--- config.mk ---
export PLATFORM = sky130hd
export DESIGN_NAME = mux_4x1_rr_flat
export DESIGN_NICKNAME = d
export VERILOG_FILES = /design/src/rtl/mux_4x1_rr_if.sv /design/src/rtl/mux_4x1_rr.sv /design/src/flat_wrapper.sv
export SDC_FILE = /design/constraint.sdc
export NUM_CORES = 1
export LEC_CHECK = 0
export CORE_AREA = 2 2 39 41
export CTS_CLUSTER_SIZE = 12
export DETAILED_ROUTE_END_ITERATION = 10
export DIE_AREA = 0 0 41 43
export GPL_ROUTABILITY_DRIVEN = 0
export PLACE_DENSITY_LB_ADDON = 0.2
export SLEW_MARGIN = 20
export SYNTH_ARGS = -nofsm -noshare
export SYNTH_HDL_FRONTEND = slang
export SYNTH_SLANG_ARGS = --single-unit
--- constraint.sdc ---
create_clock -name clk -period 3.34 [get_ports clk]
set_input_delay 0.668 -clock clk [delete_from_list [all_inputs] [get_ports clk]]
set_output_delay 0.668 -clock clk [all_outputs]
set_load 0.02 [all_outputs]
--- src/rtl/mux_4x1_rr_if.sv ---
// Bundle of the four-channel input streams and the single tagged output
// stream of the round-robin collector. The slave view is the collector
// itself; the master view is whatever drives producers and sinks around it.
interface mux_4x1_rr_if #(
    parameter int WIDTH = 1
);
    logic [3:0]         in_valid;
    logic [4*WIDTH-1:0] in_data;
    logic [3:0]         in_ready;
    logic               out_valid;
    logic [WIDTH-1:0]   out_data;
    logic [1:0]         out_sel;
    logic               out_ready;

    modport slave (
        input  in_valid,
        input  in_data,
        input  out_ready,
        output in_ready,
        output out_valid,
        output out_data,
        output out_sel
    );

    modport master (
        output in_valid,
        output in_data,
        output out_ready,
        input  in_ready,
        input  out_valid,
        input  out_data,
        input  out_sel
    );
endinterface

--- src/rtl/mux_4x1_rr.sv ---
// Four-channel round-robin collector. Merges four valid/ready streams into
// one registered output slot; each beat is tagged with its source channel
// (out_sel) so a downstream 2-to-4 demux can restore the original lane.
// The slot accepts a new beat whenever it is empty or being drained in the
// same cycle, giving one beat per cycle with a one-cycle latency.
module mux_4x1_rr #(
    parameter int WIDTH = 1
) (
    input  logic           clk,
    input  logic           rst_n,
    mux_4x1_rr_if.slave    bus
);

    typedef enum logic [0:0] {
        ST_EMPTY = 1'b0,
        ST_FULL  = 1'b1
    } slot_state_e;

    slot_state_e       state_q, state_d;
    logic              out_valid_q, out_valid_d;
    logic [WIDTH-1:0]  out_data_q, out_data_d;
    logic [1:0]        out_sel_q, out_sel_d;
    logic [1:0]        ptr_q, ptr_d;

    logic              slot_free_s;
    logic              gnt_found_s;
    logic [1:0]        gnt_idx_s;
    logic [1:0]        scan_idx_s;
    logic [3:0]        gnt_onehot_s;
    logic              gnt_valid_s;
    logic [WIDTH-1:0]  gnt_data_s;

    // Slot can take a beat when it is empty or its beat leaves this cycle.
    always_comb begin
        slot_free_s = (!out_valid_q) || bus.out_ready;
    end

    // Scan channels starting at the priority pointer; first requester wins.
    always_comb begin
        gnt_found_s = 1'b0;
        gnt_idx_s   = 2'd0;
        scan_idx_s  = 2'd0;
        for (int k = 0; k < 4; k++) begin
            scan_idx_s = ptr_q + 2'(k);
            if (!gnt_found_s && bus.in_valid[scan_idx_s]) begin
                gnt_found_s = 1'b1;
                gnt_idx_s   = scan_idx_s;
            end else begin
                gnt_found_s = gnt_found_s;
                gnt_idx_s   = gnt_idx_s;
            end
        end
    end

    // One-hot grant, forced to zero while reset is held or the slot is busy.
    always_comb begin
        gnt_onehot_s = 4'b0000;
        if (rst_n && slot_free_s && gnt_found_s) begin
            gnt_onehot_s = 4'b0001 << gnt_idx_s;
        end else begin
            gnt_onehot_s = 4'b0000;
        end
        gnt_valid_s = |gnt_onehot_s;
    end

    // Pick the data word of the granted channel.
    always_comb begin
        gnt_data_s = {WIDTH{1'b0}};
        case (gnt_idx_s)
            2'd0:    gnt_data_s = bus.in_data[0*WIDTH +: WIDTH];
            2'd1:    gnt_data_s = bus.in_data[1*WIDTH +: WIDTH];
            2'd2:    gnt_data_s = bus.in_data[2*WIDTH +: WIDTH];
            2'd3:    gnt_data_s = bus.in_data[3*WIDTH +: WIDTH];
            default: gnt_data_s = {WIDTH{1'b0}};
        endcase
    end

    // Slot state transitions, payload capture and pointer advance.
    always_comb begin
        state_d    = state_q;
        out_data_d = out_data_q;
        out_sel_d  = out_sel_q;
        ptr_d      = ptr_q;

        case (state_q)
            ST_EMPTY: begin
                if (gnt_valid_s) begin
                    state_d = ST_FULL;
                end else begin
                    state_d = ST_EMPTY;
                end
            end
            ST_FULL: begin
                if (bus.out_ready) begin
                    // Drain; a simultaneous grant keeps the slot full.
                    if (gnt_valid_s) begin
                        state_d = ST_FULL;
                    end else begin
                        state_d = ST_EMPTY;
                    end
                end else begin
                    state_d = ST_FULL;
                end
            end
            default: begin
                state_d = ST_EMPTY;
            end
        endcase

        if (gnt_valid_s) begin
            out_data_d = gnt_data_s;
            out_sel_d  = gnt_idx_s;
            ptr_d      = gnt_idx_s + 2'd1;
        end else begin
            // Stall or drain: last payload and pointer are simply kept.
            out_data_d = out_data_q;
            out_sel_d  = out_sel_q;
            ptr_d      = ptr_q;
        end

        out_valid_d = (state_d == ST_FULL);
    end

    // Output slot and priority pointer registers; reset discards any beat.
    always_ff @(posedge clk or negedge rst_n) begin
        if (!rst_n) begin
            state_q     <= ST_EMPTY;
            out_valid_q <= 1'b0;
            out_data_q  <= {WIDTH{1'b0}};
            out_sel_q   <= 2'd0;
            ptr_q       <= 2'd0;
        end else begin
            state_q     <= state_d;
            out_valid_q <= out_valid_d;
            out_data_q  <= out_data_d;
            out_sel_q   <= out_sel_d;
            ptr_q       <= ptr_d;
        end
    end

    assign bus.in_ready  = gnt_onehot_s;
    assign bus.out_valid = out_valid_q;
    assign bus.out_data  = out_data_q;
    assign bus.out_sel   = out_sel_q;

endmodule
--- src/flat_wrapper.sv ---
// flat-port wrapper written by rule: the top's interface ports become plain ports
module mux_4x1_rr_flat 
#(
    parameter int WIDTH = 1
)
  (clk, rst_n, bus_in_valid, bus_in_data, bus_out_ready, bus_in_ready, bus_out_valid, bus_out_data, bus_out_sel);
  mux_4x1_rr_if #(.WIDTH(WIDTH)) bus_i ();
  input  logic clk;
  input  logic rst_n;
  input wire logic [$bits(bus_i.in_valid)-1:0] bus_in_valid;
  input wire logic [$bits(bus_i.in_data)-1:0] bus_in_data;
  input wire logic [$bits(bus_i.out_ready)-1:0] bus_out_ready;
  output wire logic [$bits(bus_i.in_ready)-1:0] bus_in_ready;
  output wire logic [$bits(bus_i.out_valid)-1:0] bus_out_valid;
  output wire logic [$bits(bus_i.out_data)-1:0] bus_out_data;
  output wire logic [$bits(bus_i.out_sel)-1:0] bus_out_sel;
  assign bus_i.in_valid = bus_in_valid;
  assign bus_i.in_data = bus_in_data;
  assign bus_i.out_ready = bus_out_ready;
  assign bus_in_ready = bus_i.in_ready;
  assign bus_out_valid = bus_i.out_valid;
  assign bus_out_data = bus_i.out_data;
  assign bus_out_sel = bus_i.out_sel;
  mux_4x1_rr #(.WIDTH(WIDTH)) u_core (.clk(clk), .rst_n(rst_n), .bus(bus_i));
endmodule
==> results.ini <==
[run_status]
status=finished clean

[setup_path]
r2r-start=u_core.ptr_q[0]
slowest_stage=clkdlybuf4s50_1
critPathLaunchType=primary input
worstPathCellList=clkdlybuf4s50_1 -> and2b_2 -> o21a_1 -> or3_1 -> ha_1 -> and2_1 -> clkdlybuf4s15_1
cp-startpoint=bus_in_valid[1]
crit_family=buffers and inverters
crit_path_max_fanout=3
end_kind=output pin
cp.arrival_ps=2560
worst_ep_required_time_ps=2670
worst-path-buf-inv=2
crit_type=in2out
max_stage_delay_ps=470

[yosys]
synth_fp_nets=65
ys_seq_area_frac=0.3000
synthDistinctLibCells=24
syn_area_per_cell_um2=10.01
ys_warn_count=0
synthCells=50
yosys_register_bits=6
synth_area_um2=500.5

[pwr]
ir_worst_vdd_mv=0.3545
finalPower_w=0.0006035
power_density_nw_per_um2=718.8
p_leak_nw=0.3992

[flow_run]
drv_cap=0

[clocking]
cts_root_buf=clkbuf_4
clkLatencyLatePin_ps=240
cts_hold_buf=0
clock_path_buffers=2
cts_tree=built
h-tree-depth=1
numCtsBuffers=3
clock_sinks=6
clk_pin_slew_ps=50

[place]
pre_cts_slack_ps=-110.0
dp_hpwl_um=1033
place.port_buffers=18

[route]
via_per_inst=5.178
ant_nets=0
vias=523
dr.pass1.iters=4
drt-initial-drc-count=8
wl_um=1307
wl_per_cell_um=12.94
drc=0

[timing]
drv_slew=0
worst_pin_slew_ps=403.1
finalSetupViolCount=0
min_period_ps=3231
hold_viol=0
clock_skew_ps=2.729
rsz0062_at_grt=false
slew_headroom=0.7288
worst_slack_ps=108.8
fmax_ghz=0.3095
fin_crit_sh=0.9674

[die]
ios=19
initial_utilization=0.3617
die_w_um=41
core_um2=1384
die_area_um2=1763
rows=14
die_h_um=43

[layout]
drive_gt1_frac=0.2941
ff_latch_area_um2=150.1
fin_nets=102
fillers=136
multi_input_area_um2=349.1
mostFrequentLayoutCells=clkdlybuf4s50_1 (14), buf_4 (14), dfrtp_1 (6)
antennaDiodeCount=0
syn2layout_area_growth_pct=67.75

[global_routing]
track_usage=0.1798
antenna_found_initial=0
grt_pass1_vias=511
grt_pass1_wl_um=2145
grt-ovfl-total=0
grt_max_degree=9

[worst_hold_path]
hp-start=u_core.bus.out_sel[1]
worstHoldPathType=reg2reg

final cells by class:
type	count	share of cell area
Sequential cell	6	0.1788
Clock buffer	3	0.02683
Inverter	3	0.01341
Tap cell	16	0.02385
Multi-Input combinational cell	41	0.4158
Timing Repair Buffer	32	0.3413
kinds of logic after synthesis:
logic type / count (synthesis) / share of synthesized area
buf+inv: 3 / 0.02250
compound gates: 11 / 0.1900
simple gates: 23 / 0.3175
fa+ha+maj: 4 / 0.1000
flops: 6 / 0.3000
mux: 3 / 0.06999
where the power goes:
group / internal (W) / total, W / switching [W]
clock: 0.0000407 / 0.0000674 / 0.0000268
combinational: 0.000214 / 0.000404 / 0.000190
sequential: 0.000109 / 0.000132 / 0.0000227
metrics by stage:
| stage | setup TNS, ps | hold slack, ps | cells | cell area [um2] | util |
|---|---|---|---|---|---|
| 2_1_floorplan | 0 | 372.4 | 50 | 500.5 | - |
| 4_1_cts | 0 | 507.7 | 101 | 834.6 | 0.6031 |
| 3_5_place_dp | -385.3 | 495.7 | 98 | 805.8 | 0.5823 |
| 6_report | 0 | 505.7 | 101 | 839.6 | 0.6067 |
| 5_1_grt | 0 | 529.3 | 101 | 839.6 | 0.6067 |
| 3_3_place_gp | -278.2 | 493.6 | 98 | 805.8 | 0.5823 |
worst register-to-register path, stage by stage, from the launching register on:
cell	delay, ps
dfrtp_1	380
nor2b_1	80
o21a_1	230
or3_1	400
ha_1	210
buf_4	140
or4_4	560
nand4_4	120
mux2_4	300
synthesized netlist by cell type, drive strengths merged:
| cell type | count | share of area |
|---|---|---|
| a211oi | 1 | 0.015 |
| a222oi | 1 | 0.020 |
| a41o | 1 | 0.020 |
| and2 | 4 | 0.050 |
| and2b | 1 | 0.018 |
| dfrtp | 6 | 0.30 |
| ha | 4 | 0.10 |
| inv | 3 | 0.022 |
| mux2 | 1 | 0.030 |
| mux2i | 2 | 0.040 |
| nand2 | 2 | 0.015 |
| nand2b | 1 | 0.013 |
| nand4 | 1 | 0.042 |
| nor2 | 2 | 0.015 |
| nor2b | 4 | 0.050 |
| nor3 | 2 | 0.020 |
| nor4 | 2 | 0.025 |
| o21a | 3 | 0.045 |
| o31ai | 1 | 0.015 |
| o41a | 1 | 0.022 |
| o41ai | 3 | 0.053 |
| or2 | 1 | 0.013 |
| or3 | 1 | 0.013 |
| or4 | 2 | 0.045 |
timing repair:
item,in CTS,in global routing
endpoints found under the setup margin,4,3
hold endpoints to repair,0,0
buffers inserted,0,0
resized for setup,5,3
per-layer routing:
layer,up-vias,share of wire,track usage,wire (um)
li1,265,-,-,-
met3,6,0.051,0.01571,67
met1,237,0.43,0.2328,562
met2,15,0.49,0.2688,635
met5,-,0,0,0
met4,0,0.032,0.1200,42
flip-flops by register name, summed over array words and instances (netlist names):
signal               count
u_core.bus.out_data      1
u_core.bus.out_sel       2
u_core.state_q           1
u_core.ptr_q             2
final timing paths:
path | end | slack [ps] | cells past startpoint
max in group asynchronous | u_core.bus.out_data | 2460 | 2
min in group asynchronous | u_core.ptr_q[1] | 750 | 2
hold reg to reg | u_core.bus.out_sel[1] | 510 | 2
hold / removal | u_core.bus.out_sel[1] | 510 | 2
setup reg to reg | u_core.bus.out_data | 830 | 8
setup / recovery | bus_in_ready[0] | 110 | 7
Power figures use the tool's default switching activity.
==> variant: new RTL, config.mk and constraints unchanged <==
Make the reset (`rst_n`) synchronous in one clocked block.
--- a/src/rtl/mux_4x1_rr.sv
+++ b/src/rtl/mux_4x1_rr.sv
@@ -124,3 +124,3 @@
     // Output slot and priority pointer registers; reset discards any beat.
-    always_ff @(posedge clk or negedge rst_n) begin
+    always_ff @(posedge clk) begin
         if (!rst_n) begin
Function: differs if rst_n is asserted again (counterexample within 4 cycles, from zero or initial values and one cycle with rst_n low); with rst_n held inactive, the same outputs for 10 cycles.
==> variant against the original RTL <==
  * Cell area fell by 16%
  * Wire length fell by 25%
  * First-iteration DRC count fell by 88%
  * Sequential cell count did not move
  * Setup slack improved by 0.23 ns
  * Synthesized area fell by 14%
  * Global-route usage fell by 4.7 points
  * Sequential share of layout area fell by 0.89 points
Power is not compared: it rests on default switching activity, and its combinational part moved more than twofold at a synthesized area within 25%.
==> variant: results (changes against the original RTL) <==
run status = finished, final reports clean
total track usage = 13.31% (-4.7 points)
clk_skew = 0.002386 ns (-0.0003425 ns)
Logic inverters = 4 (+1)
vias in the first global route = 409 (-20%)
clock network area share = 3.186% (+0.50 points)
placed inst area = 663.1 sq um (-18%)
Placement Setup Slack = -0.06649 ns (+0.04351 ns)
crit-path max cell delay = 0.54 ns (+0.07 ns)
Seq/Total Area, Yosys = 27.99% (-2.0 points)
Vias = 449 (-14%)
WL per Instance = 10.79 um (-17%)
Area contributors post-synth = dfxtp_1, ha_1, and2_1, or4_4, a21oi_1
asr flop ratio synth = 0% (-100 points)
metal3 WL = 54 um (-19%)
final sequential cell count = 6 (unchanged)
worst-margin pin slew = 0.4510 ns (+0.04784 ns)
uppermost layer routed = met3
count of multi-input gates = 39 (-4.9%)
Non-Clock Buffer Count = 23 (-28%)
Detailed Routing Iterations Pass 1 = 2 (-2)
Filler Cell Count = 139 (+2.2%)
Starting DRT DRC Count = 1 (-7)
final layout net count = 92 (-9.8%)
most common flop cell mapped by yosys = dfxtp_1
met2 usage = 18.44% (-8.4 points)
non-clk buf share = 32.21% (-1.9 points)
routed wl met2 = 453 um (-29%)
WL met1 = 473 um (-16%)
first-pass GRT wire length = 1635 um (-24%)
delay-heaviest family, CP = simple AND/OR/NAND/NOR gates
variant: changes by cell type after synthesis, moves of 2 or more:
cell,before,now
a21oi_1,0,4
a31o_1,0,2
dfrtp_1,6,0
dfxtp_1,0,6
nor2b_1,4,0
o21a_1,3,1
o41ai_1,3,0
variant: path summary, 6_finish.rpt:
kind	from	end	slack, ns	cells after the start
setup / recovery	bus_in_valid[0]	u_core.bus.out_sel[0]$_SDFFE_PN0P_	0.34	11
hold / removal	u_core.bus.out_sel[1]$_SDFFE_PN0P_	u_core.bus.out_sel[1]$_SDFFE_PN0P_	0.46	2
setup reg to reg	u_core.ptr_q[1]$_SDFFE_PN0P_	u_core.bus.out_sel[0]$_SDFFE_PN0P_	0.83	10
hold reg to reg	u_core.bus.out_sel[1]$_SDFFE_PN0P_	u_core.bus.out_sel[1]$_SDFFE_PN0P_	0.46	2
variant: cell families (layout without fill, tap and decap cells):
logic type      after synthesis  in the layout  synth area share (%)
fa+ha+maj                     4              4                 11.66
simple gates                 19             19                 28.86
buf+inv                       5             30                 4.371
compound gates               15             15                 24.79
mux                           1              1                 2.332
flops                         6              6                 27.99
variant: per-stage QoR:
step | std cells | util [%]
finish | 91 | 51.09
global route | 91 | 51.09
CTS | 91 | 50.00
detailed placement | 88 | 47.92
global placement | 88 | 47.92
floorplan | 50 | -
variant: repair_timing:
action                     CTS  global route
setup endpoints to repair    3             4
pin swaps                    0             0
gates resized for setup      1             5
cloned                       0             0
buffers inserted             0             0
variant: power by group:
part / switching (mW) / internal [mW] / leakage [nW]
Sequential: 0.0108 / 0.0860 / 0.0495
Combinational: 0.0717 / 0.0841 / 0.302
Clock: 0.0247 / 0.0405 / 0.0138
